[src/rtl/control_conjunto_reg.sv]
// Register-file controller: clears x1..x31 after reset, serves two-operand reads and
// arbitrates load/ALU writebacks. Define CONTROL_REG_BYPASS_EN for acceptance-edge forwarding.
module control_conjunto_reg (
    input  logic        clk,
    input  logic        rst,

    input  logic        sol_valid,
    output logic        sol_listo,
    input  logic [4:0]  sol_rs1,
    input  logic [4:0]  sol_rs2,

    output logic        resp_valid,
    input  logic        resp_listo,
    output logic [31:0] resp_rs1,
    output logic [31:0] resp_rs2,

    input  logic        wb_mem_valid,
    input  logic [4:0]  wb_mem_rd,
    input  logic [31:0] wb_mem_dato,

    input  logic        wb_alu_valid,
    input  logic [4:0]  wb_alu_rd,
    input  logic [31:0] wb_alu_dato,
    output logic        wb_alu_listo,

    output logic        rf_hab_w,
    output logic [4:0]  rf_addr_w,
    output logic [31:0] rf_data_w,

    output logic        rf_hab_r,
    output logic [4:0]  rf_addr_r1,
    output logic [4:0]  rf_addr_r2,
    input  logic [31:0] rf_data_r1,
    input  logic [31:0] rf_data_r2
);

    typedef enum logic [1:0] {
        INIT,
        IDLE,
        LECTURA,
        RESP
    } estado_t;

    estado_t     estado;
    estado_t     estado_sig;
    logic [4:0]  init_cnt;
    logic        aceptado;
    logic [31:0] op_rs1;
    logic [31:0] op_rs2;

    // NOTE: sequential state uses non-blocking assignments so every flop samples
    // pre-edge values, independent of statement order.
    always_ff @(posedge clk) begin
        if (!rst) begin
            estado   <= INIT;
            init_cnt <= 5'd1;
        end else begin
            estado <= estado_sig;
            if (estado == INIT) begin
                init_cnt <= init_cnt + 5'd1;
            end
        end
    end

    // NOTE: every output of a combinational block gets a default first; a path that
    // leaves one unassigned would infer a latch.
    always_comb begin
        estado_sig = estado;
        case (estado)
            INIT:    if (init_cnt == 5'd31) estado_sig = IDLE;
            IDLE:    if (aceptado) estado_sig = LECTURA;
            LECTURA: estado_sig = RESP;
            RESP:    if (resp_listo) estado_sig = IDLE;
            default: estado_sig = INIT;
        endcase
    end

    // Read side: the regfile samples the addresses at the acceptance edge.
    always_comb begin
        sol_listo  = rst && (estado == IDLE);
        aceptado   = sol_valid && sol_listo;
        rf_hab_r   = aceptado;
        rf_addr_r1 = sol_rs1;
        rf_addr_r2 = sol_rs2;
        resp_valid = (estado == RESP);
    end

    // Write side: init sweep owns the port, otherwise loads beat ALU writebacks.
    always_comb begin
        rf_hab_w     = 1'b0;
        rf_addr_w    = 5'd0;
        rf_data_w    = 32'd0;
        wb_alu_listo = 1'b0;
        if (rst) begin
            if (estado == INIT) begin
                rf_hab_w  = 1'b1;
                rf_addr_w = init_cnt;
            end else begin
                wb_alu_listo = !wb_mem_valid;
                if (wb_mem_valid) begin
                    rf_addr_w = wb_mem_rd;
                    rf_data_w = wb_mem_dato;
                    rf_hab_w  = (wb_mem_rd != 5'd0);
                end else if (wb_alu_valid) begin
                    rf_addr_w = wb_alu_rd;
                    rf_data_w = wb_alu_dato;
                    rf_hab_w  = (wb_alu_rd != 5'd0);
                end
            end
        end
    end

`ifdef CONTROL_REG_BYPASS_EN
    logic        byp_valid;
    logic [4:0]  byp_rd;
    logic [31:0] byp_dato;
    logic [4:0]  rs1_q;
    logic [4:0]  rs2_q;

    // Snapshot of whatever write commits on the same edge the regfile is read.
    always_ff @(posedge clk) begin
        if (!rst) begin
            byp_valid <= 1'b0;
            byp_rd    <= 5'd0;
            byp_dato  <= 32'd0;
            rs1_q     <= 5'd0;
            rs2_q     <= 5'd0;
        end else if (aceptado) begin
            byp_valid <= rf_hab_w;
            byp_rd    <= rf_addr_w;
            byp_dato  <= rf_data_w;
            rs1_q     <= sol_rs1;
            rs2_q     <= sol_rs2;
        end
    end

    always_comb begin
        op_rs1 = rf_data_r1;
        op_rs2 = rf_data_r2;
        if (byp_valid && (rs1_q != 5'd0) && (rs1_q == byp_rd)) op_rs1 = byp_dato;
        if (byp_valid && (rs2_q != 5'd0) && (rs2_q == byp_rd)) op_rs2 = byp_dato;
    end
`else
    always_comb begin
        op_rs1 = rf_data_r1;
        op_rs2 = rf_data_r2;
    end
`endif

    // NOTE: the response registers are reset explicitly so a dropped request never
    // leaves stale operand data visible after reset.
    always_ff @(posedge clk) begin
        if (!rst) begin
            resp_rs1 <= 32'd0;
            resp_rs2 <= 32'd0;
        end else if (estado == LECTURA) begin
            resp_rs1 <= op_rs1;
            resp_rs2 <= op_rs2;
        end
    end

endmodule

[config.mk]
export PLATFORM = sky130hd
export DESIGN_NAME = control_conjunto_reg
export DESIGN_NICKNAME = d
export VERILOG_FILES = /design/src/rtl/control_conjunto_reg.sv
export SDC_FILE = /design/constraint.sdc
export NUM_CORES = 1
export LEC_CHECK = 0
export BUFFER_PORTS_ARGS = -buffer_cell sky130_fd_sc_hd__buf_2
export CORE_AREA = 2 2 106 108
export CTS_CLUSTER_SIZE = 12
export DETAILED_ROUTE_END_ITERATION = 12
export DIE_AREA = 0 0 108 110
export PLACE_DENSITY = 0.63
export SLEW_MARGIN = 20
export SYNTH_ARGS = -nofsm -noshare
export SYNTH_HDL_FRONTEND = slang
export SYNTH_SLANG_ARGS = --single-unit
[constraint.sdc]
create_clock -name clk -period 1.85 [get_ports clk]
set_input_delay 0 -clock clk [delete_from_list [all_inputs] [get_ports clk]]
set_output_delay 0 -clock clk [all_outputs]
set_load 0.01 [all_outputs]
* Word-level counts from Yosys, hierarchy flattened
Cells that the tools add are included.
Storage, ports and cells: output and inout bits 116, input bits 154, logic and storage cells 37, register bits 71
Operators by class: add/sub/neg operators 1, muxes and demuxes 18, reductions and logical operators 7, eq/ne operators 7
Operators by type and width (number):
- two-way mux 32 bit | 4
- two-way mux 5 bit | 4
- nonzero test 5 bit | 2
- one-hot mux 2 bit (4 select lines) | 1
- two-way mux 1 bit | 6
- two-way mux 2 bit | 3
- adder 5 x 1 -> 5 bit, second input constant | 1
- equality test 5 bit, second input constant | 1
- equality test 2 bit, second input constant | 2
- inequality test 2 bit, second input constant | 2
- AND reduction 3 bit | 1
- equality test 2 x 1 -> 1 bit, second input constant | 1
- logical AND 1 bit | 2
- zero test 2 bit | 1
- inequality test 2 x 1 -> 1 bit, second input constant | 1
- zero test 1 bit | 1

* Longest topological paths before layout
word-level depth 5, gate-level depth with buffers 6

* Worst setup path after synthesis
OpenSTA, ideal clock, no wires.
kind reg-to-output, from reg estado[0], to out rf_hab_w, stages on the path, launching flop included 6, arrival time 1486 ps, path slack 364 ps, cell sequence dfxtp_1 inv_1 ha_1 or4_1 o32ai_2 a21oi_1
On the way: cells in the longest elaborated chain, start to end 3
RTL lines:
- start: declaration | line 44 | estado_t estado;
- start signal: assignment | line 58 | estado <= estado_sig;
- zero test 2 bit | line 95 | if (estado == INIT) begin
- two-way mux 1 bit | line 95
- two-way mux 1 bit | line 94 | if (rst) begin
- end: declaration | line 26 | output logic rf_hab_w,
Every way passes these cells.

* Worst setup path in the final report
Same ends and word-level chain as after synthesis.

==> results by group <==
Status
  – Status: finished clean

Synth
  – Sequential area share after synthesis: 0.4378
  – Most used flip-flop cell after synthesis: dfxtp_1
  – Synthesized flop and latch total: 71
  – Syn_area_per_cell: 9.069 sq um
  – Synthesis Warnings: 0
  – Share of synthesized flip-flops with an asynchronous set or reset: 0
  – Area share of the largest cell type after synthesis: 0.4378
  – Unique cell type count in the Yosys netlist: 27
  – Netlist Area Pre-Place: 3247 sq um
  – Synth cell count leaders: nor2_1 (105), dfxtp_1 (71), mux2i_1 (67)
  – Post-Synthesis Cells: 358
  – Synth area leaders: dfxtp_1 (44%), mux2i_1 (21%), nor2_1 (12%), a22oi_1 (7.4%), buf_4 (2.3%)
  – Most numerous cell in the Yosys netlist: nor2_1
  – Syn_nets: 518
  – Area leader, netlist: dfxtp_1
  – Post-synth EDFFs: 0

Routing
  – Pre-antenna DRT Iters: 4
  – Total number of vias: 3791
  – Routed WL: 12030 microns
  – DRC: 0
  – WL/cell: 14.93 microns
  – Routed Antenna Nets: 0
  – Initial drt markers: 198
  – DR vias/cell: 4.703

Power
  – Total power per unit cell area: 707.7 nW/um^2
  – Peak VDD IR: 0.3793 mV
  – Total design power: 3.888 mW
  – P_leak: 2.642 nW

Place
  – Hpwl dp: 8271 microns
  – RePlAce Congestion: 0.8754
  – Port bufs: 249
  – Placed Instance Area: 4581 sq um
  – Dpl ws: 0.1143 ns

Clock network
  – TritonCTS Buffers: 9
  – # clock sinks: 71
  – Clk buf depth: 2
  – CTS clk-pin slew, worst paths: 0.06 ns
  – Htree depth: 3
  – CTS tree: done
  – Clk_lat worst skew: 0.34 ns
  – Root Buffer: clkbuf_8

Flow run
  – Maxcap violations: 0

Final layout
  – Final nets: 817
  – Register Area: 1424 sq um
  – Share of cells above drive strength 1: 0.4350
  – Multi-input combinational cell area: 1649 sq um
  – Final Instance Area: 5494 sq um
  – Area Growth Syn to Fin: 69.21%
  – Filler Cell Count: 1004

Timing
  – Final min period: 1.764 ns
  – Final Max Tran Viols: 0
  – Tcrit/Tclk final: 0.9536
  – Max Fclk: 566.9 MHz
  – Skew final: 0.01533 ns
  – Hold Vio Cnt, Final: 0
  – Worst setup margin: 0.08587 ns
  – Max-Slew Margin vs Limit: 0.6089
  – # setup viols final: 0
  – Worst Max-Slew Pin Slew: 0.5859 ns

Global routing
  – GR met3 Demand/Resource: 0.05526
  – Initial antenna violation count: 3
  – Total congestion overflow: 0
  – Largest net degree at the start of global routing: 40
  – First-pass GRT wire length: 17630 microns
  – GRT busiest layer: met2
  – Tot GR Track Use: 0.1894
  – Met1 usage: 0.1854
  – Met2 usage: 0.3711
  – Number of global-route vias before repair: 3800

Critical path
  – Worst setup SP type: flip-flop
  – Setup crit end kind: output pin
  – Critical Path Fanout Max: 2
  – Worst Path Arrival: 1.76 ns
  – CP Class: flip-flop to output pin
  – Crit path required time: 1.85 ns

Die
  – Die extent in x: 108 microns
  – Row cnt: 38
  – # IOs: 270
  – Initial Utilization: 0.3035
  – Die Y: 110 microns
  – Full die area: 11880 sq um
  – Core ar.: 10700 sq um

Worst hold path
  – Min-delay worst type: primary input to output pin
## flip-flops by register name, indices dropped and copies added, names as in the netlist
name	count
init_cnt	5
resp_rs1	32
estado	2
resp_rs2	32
## final timing paths
path | startpoint | slack [ns] | cells past startpoint | endpoint
worst max-delay path | estado[0] | 0.09 | 6 | rf_hab_w
worst max register to register | estado[0] | 0.19 | 6 | estado[0]
worst min-delay path | sol_rs2[3] | 0.000003 | 0 | rf_addr_r2[3]
worst min register to register | resp_rs2[17] | 0.49 | 2 | resp_rs2[17]
## layer usage
layer | wire [microns] | share of wire
met5 | 0 | 0
met4 | 372 | 0.031
met3 | 899 | 0.075
met2 | 6430 | 0.53
met1 | 4331 | 0.36
## where the power goes
group	internal [mW]	switching, mW
Clock	0.597	0.568
Combinational	0.545	0.529
Sequential	1.59	0.0561
## worst max-delay path, cell delays in order, from the launching register on
cell	delay, ns
dfxtp_2	0.36
inv_4	0.05
ha_4	0.15
or4_4	0.41
o32ai_2	0.22
a21oi_2	0.08
buf_2	0.17
## per-stage QoR
| step | TNS [ns] | std cells | utilization | hold WS (ns) |
|---|---|---|---|---|
| 5_1_grt | -0.007399 | 805 | 0.5133 | 0.00002481 |
| 3_5_place_dp | 0 | 717 | 0.4282 | 0.00006862 |
| 4_1_cts | 0 | 801 | 0.5112 | 0.00006862 |
| 6_report | 0 | 806 | 0.5136 | 0.000003281 |
| 3_3_place_gp | 0 | 717 | 0.4282 | 0.00006862 |
| 2_1_floorplan | 0 | 358 | - | 0.09177 |
## cell families (layout without fill, tap and decap cells)
logic type / after synthesis / count (layout) / synth area share
and+or+nand+nor: 120 / 120 / 0.1476
DFF: 71 / 71 / 0.4378
muxes: 67 / 67 / 0.2066
AOI/OAI and AO/OA: 49 / 49 / 0.1118
buffers and inverters: 42 / 346 / 0.06512
adders and majority gates: 6 / 6 / 0.02312
xor gates and xnor gates: 3 / 3 / 0.008094
other: 0 / 4 / 0
## cell type report
type	count	area share
timing repair buffer	325	0.3678
multi-input combinational	245	0.3002
sequential	71	0.2592
tap	140	0.03188
clock buffer	12	0.03006
clock inverter	4	0.005238
inverter	5	0.003872
antenna	4	0.001822
## repair_timing
item,in CTS,in global routing
hold buffers,65,0
gates cloned,0,0
pin swaps,3,1
endpoints found under the hold margin,65,0
gates resized for setup,8,3
setup endpoints to repair,34,34
buffers inserted,3,1
## cells in the final DEF (no fill, tap or decap), drive strengths merged, types with 3 or more instances in the layout
| master | instances |
|---|---|
| ha | 6 |
| mux2i | 67 |
| nand2 | 5 |
| o21ai | 6 |
| a221oi | 4 |
| nor2b | 3 |
| a22oi | 32 |
| diode | 4 |
| clkbuf | 12 |
| a21oi | 3 |
| inv | 5 |
| nor2 | 105 |
| buf | 260 |
| dfxtp | 71 |
| dlygate4sd3 | 65 |
(Power assumes the default switching activity.)
